File: config.mk
export PLATFORM = sky130hd
export DESIGN_NAME = inst_loader
export DESIGN_NICKNAME = d
export VERILOG_FILES = /design/src/rtl/inst_loader.sv
export SDC_FILE = /design/constraint.sdc
export NUM_CORES = 1
export LEC_CHECK = 0
export BUFFER_PORTS_ARGS = -buffer_cell sky130_fd_sc_hd__buf_2
export CELL_PAD_IN_SITES_DETAIL_PLACEMENT = 1
export CELL_PAD_IN_SITES_GLOBAL_PLACEMENT = 1
export CORE_MARGIN = 1
export CORE_UTILIZATION = 47
export CTS_CLUSTER_SIZE = 16
export DETAILED_ROUTE_END_ITERATION = 8
export GPL_TIMING_DRIVEN = 0
export PLACE_DENSITY = 0.89
export SLEW_MARGIN = 20
export SYNTH_ARGS = -nofsm -noshare
export SYNTH_HDL_FRONTEND = slang
export SYNTH_SLANG_ARGS = --single-unit
File: constraint.sdc
create_clock -name Clk -period 4.9 [get_ports Clk]
set_input_delay 0.735 -clock Clk [delete_from_list [all_inputs] [get_ports Clk]]
set_output_delay 0.735 -clock Clk [all_outputs]
set_load 0.01 [all_outputs]
File: src/rtl/inst_loader.sv
// Instruction-memory loader: parses a framed byte stream (count header,
// N two-byte words, XOR checksum) and drives the instruction store's write
// port. Reports Done or Error, both sticky until the next Start.
module inst_loader #(
    parameter int unsigned A = 10,
    parameter int unsigned W = 9
) (
    input  logic         Clk,
    input  logic         Reset,
    input  logic         Start,
    input  logic [7:0]   ByteIn,
    input  logic         ByteValid,
    output logic         ByteReady,
    output logic         WrEn,
    output logic [A-1:0] WrAddr,
    output logic [W-1:0] WrData,
    output logic         Busy,
    output logic         Done,
    output logic         Error,
    output logic [A:0]   WordCount
);

    // High-byte bits above the word's top bit are reserved (none when W == 16).
    localparam logic [7:0]  RSV_MASK = 8'(16'h00FF << (W - 8));
    localparam logic [16:0] DEPTH    = 17'(2 ** A);

    typedef enum logic [2:0] {
        S_IDLE,
        S_HDR_LO,
        S_HDR_HI,
        S_DAT_LO,
        S_DAT_HI,
        S_CHECK,
        S_DONE,
        S_ERR
    } state_t;

    state_t      state;
    state_t      next_state;
    logic [7:0]  lo_q;
    logic [A:0]  n_q;
    logic [7:0]  chk_q;

    logic        xfer;
    logic        start_go;
    logic        busy_next;
    logic [15:0] hdr_n;
    logic        hdr_ok;
    logic        rsv_bad;
    logic [A:0]  wc_inc;
    logic        last_word;
    logic        wr_fire;

    assign xfer      = ByteValid && ByteReady;
    assign start_go  = Start && (state == S_IDLE || state == S_DONE || state == S_ERR);
    assign hdr_n     = {ByteIn, lo_q};
    assign hdr_ok    = (hdr_n != 16'd0) && ({1'b0, hdr_n} <= DEPTH);
    assign rsv_bad   = |(ByteIn & RSV_MASK);
    assign wc_inc    = WordCount + (A+1)'(1);
    assign last_word = (wc_inc == n_q);
    assign wr_fire   = (state == S_DAT_HI) && xfer && !rsv_bad;

    // Next-state decode; every transition outside IDLE/DONE/ERR needs a transfer.
    always_comb begin
        next_state = state;
        case (state)
            S_IDLE, S_DONE, S_ERR: if (Start) next_state = S_HDR_LO;
            S_HDR_LO: if (xfer) next_state = S_HDR_HI;
            S_HDR_HI: if (xfer) next_state = hdr_ok ? S_DAT_LO : S_ERR;
            S_DAT_LO: if (xfer) next_state = S_DAT_HI;
            S_DAT_HI: begin
                if (xfer) begin
                    if (rsv_bad)        next_state = S_ERR;
                    else if (last_word) next_state = S_CHECK;
                    else                next_state = S_DAT_LO;
                end
            end
            S_CHECK: if (xfer) next_state = (chk_q == ByteIn) ? S_DONE : S_ERR;
            default: next_state = S_IDLE;
        endcase
    end

    assign busy_next = (next_state == S_HDR_LO) || (next_state == S_HDR_HI) ||
                       (next_state == S_DAT_LO) || (next_state == S_DAT_HI) ||
                       (next_state == S_CHECK);

    // State register.
    always_ff @(posedge Clk or negedge Reset) begin
        if (!Reset) state <= S_IDLE;
        else        state <= next_state;
    end

    // Registered status/handshake outputs (decoded from the next state so they
    // line up with the state they describe), plus the frame datapath.
    always_ff @(posedge Clk or negedge Reset) begin
        if (!Reset) begin
            ByteReady <= 1'b0;
            Busy      <= 1'b0;
            Done      <= 1'b0;
            Error     <= 1'b0;
            WrEn      <= 1'b0;
            WrAddr    <= '0;
            WrData    <= '0;
            WordCount <= '0;
            lo_q      <= '0;
            n_q       <= '0;
            chk_q     <= '0;
        end else begin
            ByteReady <= busy_next;
            Busy      <= busy_next;
            Done      <= (next_state == S_DONE);
            Error     <= (next_state == S_ERR);
            WrEn      <= wr_fire;
            if (start_go) begin
                WordCount <= '0;
                chk_q     <= '0;
            end else if (xfer) begin
                if (state != S_CHECK)                        chk_q <= chk_q ^ ByteIn;
                if (state == S_HDR_LO || state == S_DAT_LO)  lo_q  <= ByteIn;
                if (state == S_HDR_HI)                       n_q   <= (A+1)'(hdr_n);
                // WordCount doubles as the address counter: it equals the
                // index of the word being written.
                if (wr_fire) begin
                    WrAddr    <= WordCount[A-1:0];
                    WrData    <= W'({ByteIn, lo_q});
                    WordCount <= wc_inc;
                end
            end
        end
    end

endmodule

==> impl_results.md <==
- Status: completed
- Tot GR Track Use: 26.0%
- First-pass GRT wire length: 14500 um
- RSZ-0062 raised after global routing: no
- Asr flop ratio synth: 100%
- Most common cell in the netlist: nand2_1
- Switching pwr: 0.000629 W
- Clock power share: 22.7%
- Combinational fraction of design power: 32.7%
- Starting Density: 48.3%
- Slew @ Worst Pin: 543 ps
- Max Buffers Root-to-Sink: 2
- DRC Markers: 0
- CP Max Fanout: 9
- Critical path's slowest cell: dfrtp_1
- Final worst path period share: 62.2%
- Vias in the first global route: 2903
- Share of cells above drive strength 1: 24.8%
- Area Overhead vs Synth: 15.9%
- Die span in x: 85.4 um
- Max-Cap Viols: 0
- Synth Register Bits: 64
- Clk sinks: 64
- Routed wire length: 8550 um
- Multi-input gate area in the final layout: 1530 sq um
- Via Count: 2733
- Commonest cells post-synth: nand2_1, dfrtp_1, o21ai_0, mux2_2
- Top_reg_cell synth: dfrtp_1
- Top layer used by detailed routing: met4
- R2R cell count: 8
- Post-synth EDFFs: 0
- Buffer count from post-CTS setup fixing: 0
- Switching part of the total: 36.3%
- Nets: 409
- Final Critical Period: 3050 ps
- Chip height: 85.4 um
- DPL Wire Length: 5890 um
- Library cells used by synthesis: 51
- Final Util: 56.0%
- Post-synth top area share: 49.0%
- Post-Route M1 WL: 3720 um
- VDD IR max: 226 uV
- Pin count of the biggest net entering global routing: 47
- Leak: 1.88 nW
- # resized after CTS: 0
- H-tree levels: 3
- Reg-to-reg slack, setup: 1850 ps
- Syn Inst Count: 338
- Cell taking the most area after synthesis: dfrtp_1
- CP Cell Sequence: ha_1 > xor3_1 > nor3_1 > o221ai_1 > a2111o_1 > o21a_1 > o31a_1 > a21boi_4
- Final Max Tran Viols: 0
- Worst r2r src: WordCount[0]
- Worst relative slew slack: 63.7%
- Syn Area/Cell: 9.66 sq um
- Hold WC Path Type: in2async
- Core Area: 6760 sq um
- Synth warnings: 0
- Final setup skew: 7.57 ps
- Sequential fraction of the synthesis area: 49.0%
- Grt ovf: 0
- Num ports: 47
- Crit path kind: reg2reg
- CTS tree: yes
- Hold Vio Cnt, Final: 0
- CP Launch Type: flip-flop
- Port-buffer cells: 46
- Clock root buffer: clkbuf_8
- Reg clk slew, reported paths: 70 ps
- Clk Latency, worst-skew pair: 340 ps
- Length of routed met2 wiring: 4460 um
- DR iter-0 viols: 99
- Register Area: 1600 sq um
- Vias/cell: 5.71
- Critical path endpoint category: flip-flop
- Syn_nets: 351
- Max Fclk: 0.328 GHz
- Worst Setup EP: Busy
- Internal power: 0.00110 W
- Crit. Startpoint: WordCount[0]
- Final setup viols: 0
- CP arrival: 3280 ps
- Hold-fix buffers at CTS: 0
- CTS buffer count: 9
- Die Area: 7290 sq um
- CP required: 5130 ps
- GP Congestion: 0.859
- Worst path max stage delay: 530 ps
- Antenna Nets Post-Route: 0
- # rows: 30
- WL met3: 279 um
- First-pass DRT Iterations: 4
- Reg-to-reg critical path endpoint: Busy
- WL per Instance: 17.8 um
- Fill cells: 810
- Initial antenna violation count: 0
- PwrDens: 457 nW/um^2
- Antenna cells: 0
- Synth top area cells: dfrtp_1, nand2_1, mux2_2, o21ai_0, xor2_1
- TNS Setup: 0 ps
- Register share of total power: 44.6%
- Post-synthesis cell area: 3270 sq um
==> cell families after synthesis <==
group | after synthesis | synth area share, %
AO/OA/AOI/OAI | 65 | 12.9
AND/OR/NAND/NOR | 139 | 20.1
multiplexers | 20 | 6.86
adder cells (fa/ha/maj) | 1 | 0.383
buffers and inverters | 26 | 4.10
XOR/XNOR | 23 | 6.63
flip-flops | 64 | 49.0
==> how the worst min path moves through the flow <==
| stage | from | end | slack [ps] | depth (start not counted) |
|---|---|---|---|---|
| 2_1_floorplan | Reset | Busy | 440 | 0 |
| 3_3_place_gp | WrAddr[1] | WrAddr[1] | 450 | 2 |
| 3_5_place_dp | WrData[5] | WrData[5] | 460 | 2 |
| 4_1_cts | Reset | WrEn | 260 | 1 |
| 5_1_grt | Reset | WrAddr[3] | 270 | 1 |
| 6_report | Reset | WrEn | 260 | 1 |
==> sequential cells by signal (all words and copies together), names as in the netlist <==
| register | flops |
|---|---|
| WordCount | 11 |
| n_q | 11 |
| WrAddr | 10 |
| WrData | 9 |
| chk_q | 8 |
| lo_q | 8 |
| state | 3 |
| Busy | 1 |
| Done | 1 |
| Error | 1 |
| WrEn | 1 |
==> power by group through the flow <==
stage               sequential (W)  combinational (W)  clock (W)
detailed placement        0.000778           0.000554          0
finish                    0.000772           0.000565   0.000392
floorplan                 0.000745           0.000417          0
CTS                       0.000769           0.000568   0.000404
global route              0.000787           0.000626   0.000426
global placement          0.000770           0.000517          0
==> routing by layer <==
metal	global-route usage (%)	up-vias
met5	0	-
met3	6.03	9
met4	9.39	0
met2	45.0	58
li1	-	1282
met1	31.7	1384
==> cell usage in the layout (no fill, tap or decap), types with 2 or more instances in the layout <==
cell / Yosys / routed
nand2b_1: 8 / 8
inv_1: 3 / 3
or3_1: 3 / 3
nand3_1: 5 / 5
and2_1: 4 / 4
clkbuf_1: 11 / 11
and3_1: 2 / 2
nand2_1: 78 / 78
and4_1: 2 / 2
mux2_2: 19 / 19
buf_4: 2 / 3
o41ai_1: 5 / 5
or4_1: 2 / 2
nor4b_2: 2 / 2
nor4_1: 4 / 4
nand4_1: 2 / 2
xnor2_1: 7 / 7
buf_6: 3 / 3
o21ai_0: 34 / 34
dfrtp_1: 64 / 64
a31oi_1: 4 / 4
xor2_1: 15 / 15
nor2_1: 15 / 15
clkbuf_8: 0 / 10
nor3_1: 6 / 6
a21oi_1: 6 / 6
or2_2: 3 / 3
buf_2: 4 / 49
a211oi_1: 2 / 2
clkinv_2: 0 / 3
==> metrics by stage <==
step | worst slack [ps] | instance area, sq um | hold slack (ps) | power, W | cells
global route | 1670 | 3790 | 266 | 0.00184 | 479
global placement | 1990 | 3600 | 453 | 0.00129 | 464
detailed placement | 1920 | 3630 | 457 | 0.00133 | 465
floorplan | 2290 | 3270 | 439 | 0.00116 | 338
CTS | 1840 | 3790 | 262 | 0.00174 | 479
finish | 1850 | 3790 | 265 | 0.00173 | 479
==> worst max-delay path, delay by kind of cell, from the launching register on <==
family	cells	cell delay [ps]
and+or+nand+nor	1	290
DFF	1	530
xor gates and xnor gates	1	440
AOI/OAI and AO/OA	5	1350
adders and majority gates	1	330
==> final cells by class <==
class	instances	area share, %
buffer	21	3.04
clock buffer	10	3.64
clock inverter	4	0.595
inverter	5	0.496
multi-input combinational	248	40.4
sequential	64	42.3
tap	80	2.64
timing repair buffer	47	6.87
(Power assumes the default switching activity.)
